[src/rtl/imm_gen_if.sv]
// imm_gen_if: instruction-in / immediate-out bundle for the RV32I immediate
// generator.
//
// Signals:
//   Instruction   32  raw instruction word, driven by the decode stage
//   Extended_imm  32  registered, sign-extended immediate returned to it
//
// Modports:
//   master  decode-stage side: drives Instruction, observes Extended_imm
//   slave   imm_gen side: observes Instruction, drives Extended_imm
interface imm_gen_if;
  logic [31:0] Instruction;
  logic [31:0] Extended_imm;

  modport master (output Instruction, input Extended_imm);
  modport slave (input Instruction, output Extended_imm);
endinterface

[src/rtl/imm_gen.sv]
// imm_gen: RV32I immediate generator.
//
// Identifies the encoding format of an instruction from its opcode, then
// extracts and sign-extends the immediate to 32 bits. The decoder is purely
// combinational and feeds one 32-bit output register, so an instruction
// sampled on edge N shows up on Extended_imm right after edge N.
//
// Ports:
//   clk   in   rising-edge clock
//   rstn  in   asynchronous, active-HIGH reset (the name is historical);
//              forces Extended_imm to zero while high
//   bus   slave modport of imm_gen_if (Instruction in, Extended_imm out)
//
// Parameters:
//   XLEN  output width; only 32 is supported
//
// Configuration macro:
//   IMMGEN_ZICSR_EN  when defined, SYSTEM instructions with Instruction[14]
//                    set (CSRRWI/CSRRSI/CSRRCI) return the zero-extended
//                    5-bit uimm from Instruction[19:15] instead of the
//                    I-type immediate.
module imm_gen #(
  parameter int XLEN = 32
) (
  input  logic       clk,
  input  logic       rstn,
  imm_gen_if.slave   bus
);

  // Immediate encoding families the decoder can select.
  typedef enum logic [2:0] {
    FMT_NONE,
    FMT_I,
    FMT_SHAMT,
    FMT_S,
    FMT_B,
    FMT_U,
    FMT_J,
    FMT_UIMM
  } fmt_t;

  localparam logic [6:0] OP_LOAD   = 7'b0000011;
  localparam logic [6:0] OP_IMM    = 7'b0010011;
  localparam logic [6:0] OP_JALR   = 7'b1100111;
  localparam logic [6:0] OP_SYSTEM = 7'b1110011;
  localparam logic [6:0] OP_STORE  = 7'b0100011;
  localparam logic [6:0] OP_BRANCH = 7'b1100011;
  localparam logic [6:0] OP_LUI    = 7'b0110111;
  localparam logic [6:0] OP_AUIPC  = 7'b0010111;
  localparam logic [6:0] OP_JAL    = 7'b1101111;

  logic [31:0]     ins;
  logic [6:0]      opcode;
  logic [2:0]      funct3;
  logic            sign;
  fmt_t            fmt;
  logic [XLEN-1:0] imm_next;

  assign ins    = bus.Instruction;
  assign opcode = ins[6:0];
  assign funct3 = ins[14:12];
  assign sign   = ins[31];

  // Opcode to format. OP-IMM shifts carry a shamt rather than a signed
  // immediate, so they are split off from the general I-type case. Anything
  // not listed (R-type, FENCE, illegal) yields a zero immediate.
  always_comb begin
    fmt = FMT_NONE;
    case (opcode)
      OP_LOAD, OP_JALR: fmt = FMT_I;
      OP_IMM: begin
        if (funct3 == 3'b001 || funct3 == 3'b101) fmt = FMT_SHAMT;
        else                                      fmt = FMT_I;
      end
      OP_SYSTEM: begin
`ifdef IMMGEN_ZICSR_EN
        if (ins[14]) fmt = FMT_UIMM;
        else         fmt = FMT_I;
`else
        fmt = FMT_I;
`endif
      end
      OP_STORE:         fmt = FMT_S;
      OP_BRANCH:        fmt = FMT_B;
      OP_LUI, OP_AUIPC: fmt = FMT_U;
      OP_JAL:           fmt = FMT_J;
      default:          fmt = FMT_NONE;
    endcase
  end

  // Immediate assembly. Instruction[31] is the sign for every signed format;
  // B and J immediates are halfword offsets, hence the forced zero LSB.
  always_comb begin
    imm_next = '0;
    case (fmt)
      FMT_I:     imm_next = {{(XLEN-12){sign}}, ins[31:20]};
      FMT_SHAMT: imm_next = {{(XLEN-5){1'b0}}, ins[24:20]};
      FMT_S:     imm_next = {{(XLEN-12){sign}}, ins[31:25], ins[11:7]};
      FMT_B:     imm_next = {{(XLEN-13){sign}}, ins[31], ins[7], ins[30:25],
                             ins[11:8], 1'b0};
      FMT_U:     imm_next = {ins[31:12], 12'h000};
      FMT_J:     imm_next = {{(XLEN-21){sign}}, ins[31], ins[19:12], ins[20],
                             ins[30:21], 1'b0};
      FMT_UIMM:  imm_next = {{(XLEN-5){1'b0}}, ins[19:15]};
      default:   imm_next = '0;
    endcase
  end

  // Single output register; reset clears it without waiting for a clock
  // edge and discards whatever instruction was being decoded.
  always_ff @(posedge clk or posedge rstn) begin
    if (rstn) bus.Extended_imm <= '0;
    else      bus.Extended_imm <= imm_next;
  end

endmodule

[src/flat_wrapper.sv]
// flat-port wrapper written by rule: the top's interface ports become plain ports
module imm_gen_flat 
#(
  parameter int XLEN = 32
)
  (clk, rstn, bus_Instruction, bus_Extended_imm);
  imm_gen_if bus_i ();
  input  logic clk;
  input  logic rstn;
  input wire logic [$bits(bus_i.Instruction)-1:0] bus_Instruction;
  output wire logic [$bits(bus_i.Extended_imm)-1:0] bus_Extended_imm;
  assign bus_i.Instruction = bus_Instruction;
  assign bus_Extended_imm = bus_i.Extended_imm;
  imm_gen #(.XLEN(XLEN)) u_core (.clk(clk), .rstn(rstn), .bus(bus_i));
endmodule
[config.mk]
export PLATFORM = sky130hd
export DESIGN_NAME = imm_gen_flat
export DESIGN_NICKNAME = d
export VERILOG_FILES = /design/src/rtl/imm_gen_if.sv /design/src/rtl/imm_gen.sv /design/src/flat_wrapper.sv
export SDC_FILE = /design/constraint.sdc
export NUM_CORES = 1
export LEC_CHECK = 0
export CAP_MARGIN = 20
export CORE_ASPECT_RATIO = 0.5
export CORE_MARGIN = 3
export CORE_UTILIZATION = 41
export CTS_BUF_LIST = sky130_fd_sc_hd__clkbuf_4 sky130_fd_sc_hd__clkbuf_8
export CTS_CLUSTER_DIAMETER = 120
export DETAILED_ROUTE_END_ITERATION = 6
export PLACE_DENSITY = 0.81
export SLEW_MARGIN = 15
export SYNTH_ARGS = -nofsm -noshare
export SYNTH_HDL_FRONTEND = slang
export SYNTH_SLANG_ARGS = --single-unit
[constraint.sdc]
create_clock -name clk -period 1.18 [get_ports clk]
set_clock_uncertainty 0.1 [all_clocks]
set_input_delay 0.295 -clock clk [delete_from_list [all_inputs] [get_ports clk]]
set_output_delay 0.295 -clock clk [all_outputs]
set_load 0.05 [all_outputs]
==> results of run 1 <==
## placed cells by master, fill, tap and decap left out, types with 2 or more instances in the layout
cell / n
a21o_1: 8
and2_1: 2
and2_4: 6
buf_12: 35
buf_2: 6
buf_4: 18
buf_6: 5
clkbuf_8: 5
clkdlybuf4s50_1: 24
dfrtp_1: 32
inv_1: 2
nand2_1: 33
nand2_2: 2
o21ai_4: 4
## power groups by stage
stage | clock [mW] | combinational (mW) | sequential [mW]
floorplan | 0 | 0.0919 | 1.25
global placement | 0 | 0.481 | 1.17
detailed placement | 0 | 0.497 | 1.17
CTS | 0.820 | 0.533 | 1.15
global route | 0.891 | 0.612 | 1.15
finish | 0.861 | 0.598 | 1.15
## metrics by stage
step	utilization (%)	std cells	instance area, µm²	power [mW]
5_1_grt	97.1	251	2770	2.66
6_report	97.1	251	2770	2.61
4_1_cts	93.1	249	2650	2.50
3_3_place_gp	87.1	237	2480	1.65
2_1_floorplan	-	123	1350	1.34
3_5_place_dp	87.1	237	2480	1.67
## final cells by class
cell class,instances,share of cell area [%]
repair buffers,89,42.6
multi-input cells,83,23.4
clock buffers,6,2.76
clock inverters,1,0.181
flip-flops and latches,32,29.0
well taps,37,1.67
inverters,3,0.407
## cell families (layout without fill, tap and decap cells)
kind of cell	after synthesis	count (layout)
DFF	32	32
AOI/OAI and AO/OA	27	27
and+or+nand+nor	55	55
xor gates and xnor gates	1	1
buffers and inverters	8	99
## critical path, stage by stage
cell	delay [ns]
buf_6	0.09
and3b_2	0.27
and4_4	0.22
and4bb_4	0.21
a21oi_2	0.18
buf_12	0.16
nand2_1	0.12
## path summary, 6_finish.rpt
path                                                          to  cells past startpoint  slack, ns
setup / recovery           u_core.bus.Extended_imm[29]$_DFF_PP0_                      7      -0.33
hold / removal              u_core.bus.Extended_imm[0]$_DFF_PP0_                      2       0.18
max in group asynchronous  u_core.bus.Extended_imm[12]$_DFF_PP0_                      3       0.38
min in group clk           u_core.bus.Extended_imm[13]$_DFF_PP0_                      3       0.30
## routing by layer
metal | share of wire (%) | vias up
li1 | - | 595
met1 | 38 | 798
met4 | 4.4 | 0
met3 | 10 | 42
met2 | 48 | 162
met5 | 0 | -
## repair_timing
item                                   in CTS  in global routing
pin swaps                                  19                  8
endpoints found under the hold margin       0                  0
setup buffers                               5                  2
gates resized for setup                    58                 19
setup endpoints to repair                  64                 64
hold buffers                                0                  0
==> metrics.cfg, run 1 <==
[logic_synthesis]
synth_warnings=0
synth.cell_area_um2=1340
synth.area.top_cells=dfrtp_1, nand2_1, a21o_1
syn_area_per_cell_um2=10.9
synth_nets=157
yosys.area_share.xor_xnor_pct=0.655
synthArstFlopShare_pct=100
synth.most_common_cell=nand2_1
yosys.area_share.simple_pct=21.0
synth_cell_types=31
ys_seq_area_share_pct=59.9
yosys.area.top_type_share_pct=59.9
synth_top_family_by_area=simple AND/OR/NAND/NOR gates
synth_common_cells=nand2_1, dfrtp_1, a21o_1, and2_1, o21ai_1
synth_flop_cell=dfrtp_1
synthAdderAreaFrac_pct=0
synth_mux_area_share_pct=0
syn_inst=123
synth_edf_count=0
ys_ff_latch=32
synth_top_area_cell=dfrtp_1
synth_compound_area_share_pct=15.1

[worst_setup_path]
startpoint=bus_Instruction[3]
critical_path.endpoint_type=register
start_kind=input port
cp.arrival_ns=1.55
worstSetupPathType=input port to register
crit_fanout=11
required_ns=1.23

[clock_network]
cts_sinks=32
cts-root-buf=clkbuf_8
clk_path_buf_depth=2
numCtsBuffers=5
clkTransAtPathRegs_ns=0.07
htree_levels=2
cts_tree=built

[power_and_ir_drop]
power.share.clock_pct=33.0
power_density_nw_per_um2=945
combPwrFrac_pct=22.9
internal-power_mw=1.85
peakVddDrop_v=0.000738
pwr-share-seq_pct=44.1
switching_share_pct=29.4
p_sw_mw=0.768
p_leak_nw=1.41

[finish]
area_growth_pct=107
top_register=u_core.bus.Extended_imm
multi_input_area_um2=648
biggestRegsByFlops=u_core.bus.Extended_imm x32
seqCellArea_um2=801
diodes=0
num-fill-cells=43
largest_reg_flops=32
nNetsFinal=248
drive_gt1_share_pct=48.1

[placed_design]
post-dp-hpwl_um=3360
io_buffers=65
place_ws_ns=-0.967
globalplace.congestion=0.819

[global_routing]
grt_use_met1_pct=35.5
antenna_found_initial=0
use_met2_pct=58.1
grt_pass1_wl_um=8980
grt_pass1_vias=1570
use_met3_pct=9.82
overflow=0
grt_max_degree=22
grt.busiest_layer=met2
track_usage_pct=32.0

[die]
die_width_um=86.8
rows=13
core_area_um2=2850
io_pins=66
initial_core_util_pct=47.0
fp.dieH_um=46.4
design.die.area_um2=4030

[worst_hold_path]
hold_path_class=input port to asynchronous set/reset pin

[routing]
wl_per_cell_um=30.0
viasPerCell=6.36
drt_iter0_markers=138
drc=0
routed_wl_um=7540
vias=1597
drtPass1Iterations=5
antenna_left=0

[sta]
finalWorstSetupSlack_ns=-0.325
finalHoldViolations=0
timing.fmax_mhz=664
final.setup.tns_ns=-10.55
finalCritPeriodShare_pct=128
rsz0062_at_grt=true
whs_ns=0.181
drv_slew=0
final.min_clock_period_ns=1.51
slew_headroom_pct=80.9
setup_viol=64
tightest_slew_ns=0.286

[job]
maxCapViolCount=0

[outcome]
violations=negative setup slack
status=complete, but fails checks

No activity file was read; power rests on OpenSTA's default activity.
==> inputs of run 2 (changes only) <==
- PLACE_DENSITY: 0.81 -> 0.9
==> metrics.cfg, run 2 <==
[logic_synthesis]
synth.most_common_cell=nand2_1
synth.area.top_cells=dfrtp_1, nand2_1, a21o_1
ys_seq_area_share_pct=59.9  ; unchanged
synth_warnings=0  ; unchanged
synth.cell_area_um2=1340  ; unchanged
synth_flop_cell=dfrtp_1
ys_ff_latch=32  ; unchanged
syn_inst=123  ; unchanged
synth_nets=157  ; unchanged
synth_cell_types=31  ; unchanged
synth_edf_count=0  ; unchanged
synthArstFlopShare_pct=100  ; unchanged
syn_area_per_cell_um2=10.9  ; unchanged
synth_common_cells=nand2_1, dfrtp_1, a21o_1, and2_1, o21ai_1
yosys.area.top_type_share_pct=59.9  ; unchanged
synth_top_area_cell=dfrtp_1

[die]
io_pins=66  ; unchanged
rows=13  ; unchanged
die_width_um=86.8  ; unchanged
fp.dieH_um=46.4  ; unchanged
initial_core_util_pct=47.0  ; unchanged

[outcome]
status=stopped before the end
firstError=[ERROR DPL-0038] Utilization greater than 100%, impossible to legalize
haltStage=5_1_grt

[clock_network]
numCtsBuffers=5  ; unchanged
cts_hold_buf=0  ; unchanged
cts-root-buf=clkbuf_8
htree_levels=2  ; unchanged
clk_path_buf_depth=2  ; unchanged
cts_sinks=32  ; unchanged

[sta]
grt-worst-endpoint=u_core.bus.Extended_imm[0]$_DFF_PP0_/D
worst-ep-kind=register input

[placed_design]
dpl-instance-area_um2=2470  ; -0.30%
post-dp-hpwl_um=3870  ; +15%
globalplace.congestion=0.900  ; +9.9%
dp.cells=236  ; -0.42%
io_buffers=65  ; unchanged

[global_routing]
grt_max_degree=20

## run 2: cells by family after synthesis
family | after synthesis | share of synthesized area, %
AOI/OAI and AO/OA | 27 | 15.1
xor gates and xnor gates | 1 | 0.655
buffers and inverters | 8 | 3.37
DFF | 32 | 59.9
and+or+nand+nor | 55 | 21.0
## run 2: timing repair
action                                 in CTS
endpoints found under the hold margin       0
pin swaps                                  19
setup endpoints to repair                  64
buffers inserted                            4
resized for setup                          62
## run 2: per-stage QoR
stage | hold slack, ns | worst slack [ns] | setup TNS [ns] | utilization [%]
2_1_floorplan | 0.300 | -0.351 | -8.88 | -
3_3_place_gp | 0.541 | -0.848 | -26.22 | 86.8
4_1_cts | 0.171 | -0.256 | -8.90 | 94.5
3_5_place_dp | 0.592 | -1.03 | -29.96 | 86.8
==> inputs of run 3 (changes only) <==
- CORE_AREA: unset -> 3 3 64 66
- CORE_ASPECT_RATIO: 0.5 -> unset
- CORE_MARGIN: 3 -> unset
- CORE_UTILIZATION: 41 -> unset
- CTS_BUF_LIST: sky130_fd_sc_hd__clkbuf_4 sky130_fd_sc_hd__clkbuf_8 -> unset
- CTS_CLUSTER_DIAMETER: 120 -> unset
- DIE_AREA: unset -> 0 0 67 69
- PLACE_DENSITY: 0.9 -> unset
- PLACE_DENSITY_LB_ADDON: unset -> 0.15
==> metrics.cfg, run 3 (same netlist as run 1, synthesis figures left out) <==
[outcome]
violations=negative setup slack
status=complete, but fails checks

[die]
die_width_um=67  ; -23%
core_area_um2=3630
rows=22  ; +9
design.die.area_um2=4620
fp.dieH_um=69  ; +49%
io_pins=66  ; unchanged
initial_core_util_pct=36.8  ; -10 points

[power_and_ir_drop]
internal-power_mw=2.14
pwr-share-seq_pct=41.4
power.share.clock_pct=40.3
p_sw_mw=0.632
switching_share_pct=22.8
power_density_nw_per_um2=1030
peakVddDrop_v=0.000623
combPwrFrac_pct=18.3
p_leak_nw=1.37

[sta]
setup_viol=64
finalWorstSetupSlack_ns=-0.235
drv_slew=0
rsz0062_at_grt=true
finalCritPeriodShare_pct=120
final.setup.tns_ns=-7.28
final.min_clock_period_ns=1.41
timing.fmax_mhz=707
finalHoldViolations=0
tightest_slew_ns=0.248
whs_ns=0.179
slew_headroom_pct=83.4

[clock_network]
cts_sinks=32  ; unchanged
cts_hold_buf=0  ; unchanged
numCtsBuffers=5  ; unchanged
htree_levels=2  ; unchanged
cts_tree=built
cts-root-buf=clkbuf_8
clkTransAtPathRegs_ns=0.07
clk_path_buf_depth=2  ; unchanged

[routing]
antenna_left=0
vias=1214
routed_wl_um=3800
viasPerCell=4.72
drc=0
drtPass1Iterations=4
wl_per_cell_um=14.8
drt_iter0_markers=46

[finish]
biggestRegsByFlops=u_core.bus.Extended_imm x32
drive_gt1_share_pct=45.5
diodes=0
nNetsFinal=242
top_register=u_core.bus.Extended_imm
layout_common_cells=buf_12, nand2_1, dfrtp_1, clkdlybuf4s50_1, buf_4
mostFrequentLayoutCell=buf_12
num-fill-cells=266
largest_reg_flops=32
area_growth_pct=101

[placed_design]
io_buffers=65  ; unchanged
post-dp-hpwl_um=2900  ; -25%
globalplace.congestion=0.965  ; +7.2%

[worst_setup_path]
required_ns=1.23
critical_path.endpoint_type=register
crit_fanout=5
slowest_stage=and2b_2
path_cells=buf_6 -> nand4bb_4 -> o221ai_2 -> and2b_2 -> a21oi_4 -> o22ai_2
start_kind=input port
worstSetupPathType=input port to register
crit_path_max_incr_delay_ns=0.29
cp.arrival_ns=1.47
startpoint=bus_Instruction[5]

[global_routing]
grt_max_degree=33
grt_pass1_vias=1289
overflow=0
grt_pass1_wl_um=6020
track_usage_pct=17.3
antenna_found_initial=0

[worst_hold_path]
holdCritStartpoint=bus_Instruction[12]
hold_path_class=input port to register

[job]
maxCapViolCount=0

run 3: routing by layer:
layer	share of wire, %	GRT usage (%)	wire length, µm
met2	59	32.0	2250
met5	0	0	0
met3	5.6	4.56	211
met1	34	18.5	1310
met4	0.55	5.41	21
run 3: area by class of cell:
cell class,count,area (µm²),share of cell area (%)
repair buffers,83,1110,41.2
multi-input cells,83,581,21.6
inverters,3,11.3,0.419
well taps,48,60.1,2.24
clock inverters,1,30.0,1.12
clock buffers,7,96.3,3.59
flip-flops and latches,32,801,29.8
run 3: timing repair:
item                                    4_1_cts  5_1_grt
pin swaps                                    16        6
buffers inserted                              3        1
endpoints found under the setup margin       64       64
resized for setup                            45       15
run 3: metrics by stage:
step	std cells	worst slack [ns]	util, %	power [mW]	area (µm²)
after global placement	246	-0.903	67.8	1.64	2460
final	257	-0.235	73.9	2.77	2690
after global routing	257	-0.277	73.9	2.89	2690
after detailed placement	246	-0.957	67.8	1.66	2460
after CTS	256	-0.237	72.3	2.79	2630
after floorplan	123	-0.351	-	1.34	1350
run 3: worst paths after layout:
kind / slack (ns) / endpoint / depth (start not counted)
max: -0.23 / u_core.bus.Extended_imm[0]$_DFF_PP0_ / 6
min: 0.18 / u_core.bus.Extended_imm[12]$_DFF_PP0_ / 2
max in group asynchronous: 0.55 / u_core.bus.Extended_imm[21]$_DFF_PP0_ / 3
min in group asynchronous: 0.26 / u_core.bus.Extended_imm[0]$_DFF_PP0_ / 3
run 3: worst max-delay path: cells and delay by family:
family	cells	cell delay, ns
AND/OR/NAND/NOR	2	0.51
AO/OA/AOI/OAI	3	0.56
buffers and inverters	1	0.09
run 3: power by group through the flow:
stage,clock (mW),sequential [mW],combinational (mW)
floorplan,0,1.25,0.0919
CTS,1.14,1.15,0.494
finish,1.12,1.15,0.507
global route,1.21,1.15,0.535
global placement,0,1.17,0.475
detailed placement,0,1.17,0.486
==> edit (flow settings as in run 3) <==
Make the reset (`rstn`) synchronous in one clocked block. Comments in the files are not updated.
--- a/src/rtl/imm_gen.sv
+++ b/src/rtl/imm_gen.sv
@@ -108,7 +108,7 @@
 
   // Single output register; reset clears it without waiting for a clock
   // edge and discards whatever instruction was being decoded.
-  always_ff @(posedge clk or posedge rstn) begin
+  always_ff @(posedge clk) begin
     if (rstn) bus.Extended_imm <= '0;
     else      bus.Extended_imm <= imm_next;
   end
Check against the original RTL: differs if rstn is asserted again (counterexample within 4 cycles, from zero or initial values and one cycle with rstn high); with rstn held inactive, the same outputs for 10 cycles.
==> edit against run 3 <==
Synthesized cell count increased by 25%; area after synthesis increased by 9.7%; the flow now stops in global routing.
==> edit: results (changes against run 3) <==
* Outcome: stopped before the end (was complete, but fails checks)
* Stage reached: global routing
* Err: [ERROR DPL-0033] detailed placement checks failed during check placement.
* Worst EP post-GRT repair: u_core.bus.Extended_imm[18]$_SDFF_PP0_/D
- Async set or reset register ratio after synthesis: 0% (was 100%)
* Share of synthesized area occupied by flip-flops and latches: 43.6% (was 59.9%)
- Yosys warns: 0 (unchanged)
- Main area contributors after synthesis: sky130_fd_sc_hd__dfxtp_1 (44%), sky130_fd_sc_hd__a21oi_1 (7.5%), sky130_fd_sc_hd__nor2b_1 (4.7%) (was sky130_fd_sc_hd__dfrtp_1 (60%), sky130_fd_sc_hd__nand2_1 (9.8%), sky130_fd_sc_hd__a21o_1 (5.1%)).
* # clock sinks: 32 (unchanged)
- Pin count of the biggest net entering global routing: 18
- Placer's final routability congestion estimate: 0.796 (was 0.965)
* # port buffers: 65 (unchanged)
- Post-synth top cells: sky130_fd_sc_hd__dfxtp_1 (32), sky130_fd_sc_hd__a21oi_1 (22), sky130_fd_sc_hd__nand2_1 (16), sky130_fd_sc_hd__nor2b_1 (11) (was sky130_fd_sc_hd__nand2_1 (35), sky130_fd_sc_hd__dfrtp_1 (32), sky130_fd_sc_hd__a21o_1 (9), sky130_fd_sc_hd__and2_1 (8), sky130_fd_sc_hd__o21ai_1 (5)).
- The worst-case setup slack after placement was -1.22 ns (was -0.957 ns).
* Type of pin the worst path ends at: register input
- The half-perimeter wire length after detailed placement was 3590 um (was 2900 um).
* Nets in the synthesized netlist: 188 (was 157)
- Initial antenna violation count: 1
* Clk buf depth: 2 (unchanged)
- Number of CTS-inserted buffers: 5 (unchanged)
- The buffer cell driving the clock tree root is sky130_fd_sc_hd__clkbuf_8 (unchanged).
- The maximum level of the CTS H-tree was 2 (unchanged).
* Number of distinct standard cells referenced by the synthesized netlist: 41 (was 31)
edit: cell count changes after synthesis, sizes merged, moves of 11 or more:
cell,run 3,this run
dfxtp,0,32
nand2,35,16
dfrtp,32,0
a21oi,2,24
nor2b,0,11
edit: what timing repair did:
| action | 4_1_cts |
|---|---|
| gates resized for setup | 110 |
| pin swaps | 30 |
| setup buffers | 31 |
| gates cloned | 1 |
| endpoints found under the setup margin | 43 |
edit: cell families after synthesis:
family	share of synthesized area (%)
flops	43.6
mux	0.682
simple gates	28.6
compound gates	20.9
xor+xnor	1.19
buf+inv	5.03
edit: per-stage QoR:
| step | cells | hold slack (ns) | cell area (um^2) |
|---|---|---|---|
| after CTS | 326 | 0.394 | 3340 |
| after detailed placement | 288 | 0.642 | 2690 |
| after global placement | 288 | 0.642 | 2690 |
| after floorplan | 154 | 0.331 | 1530 |
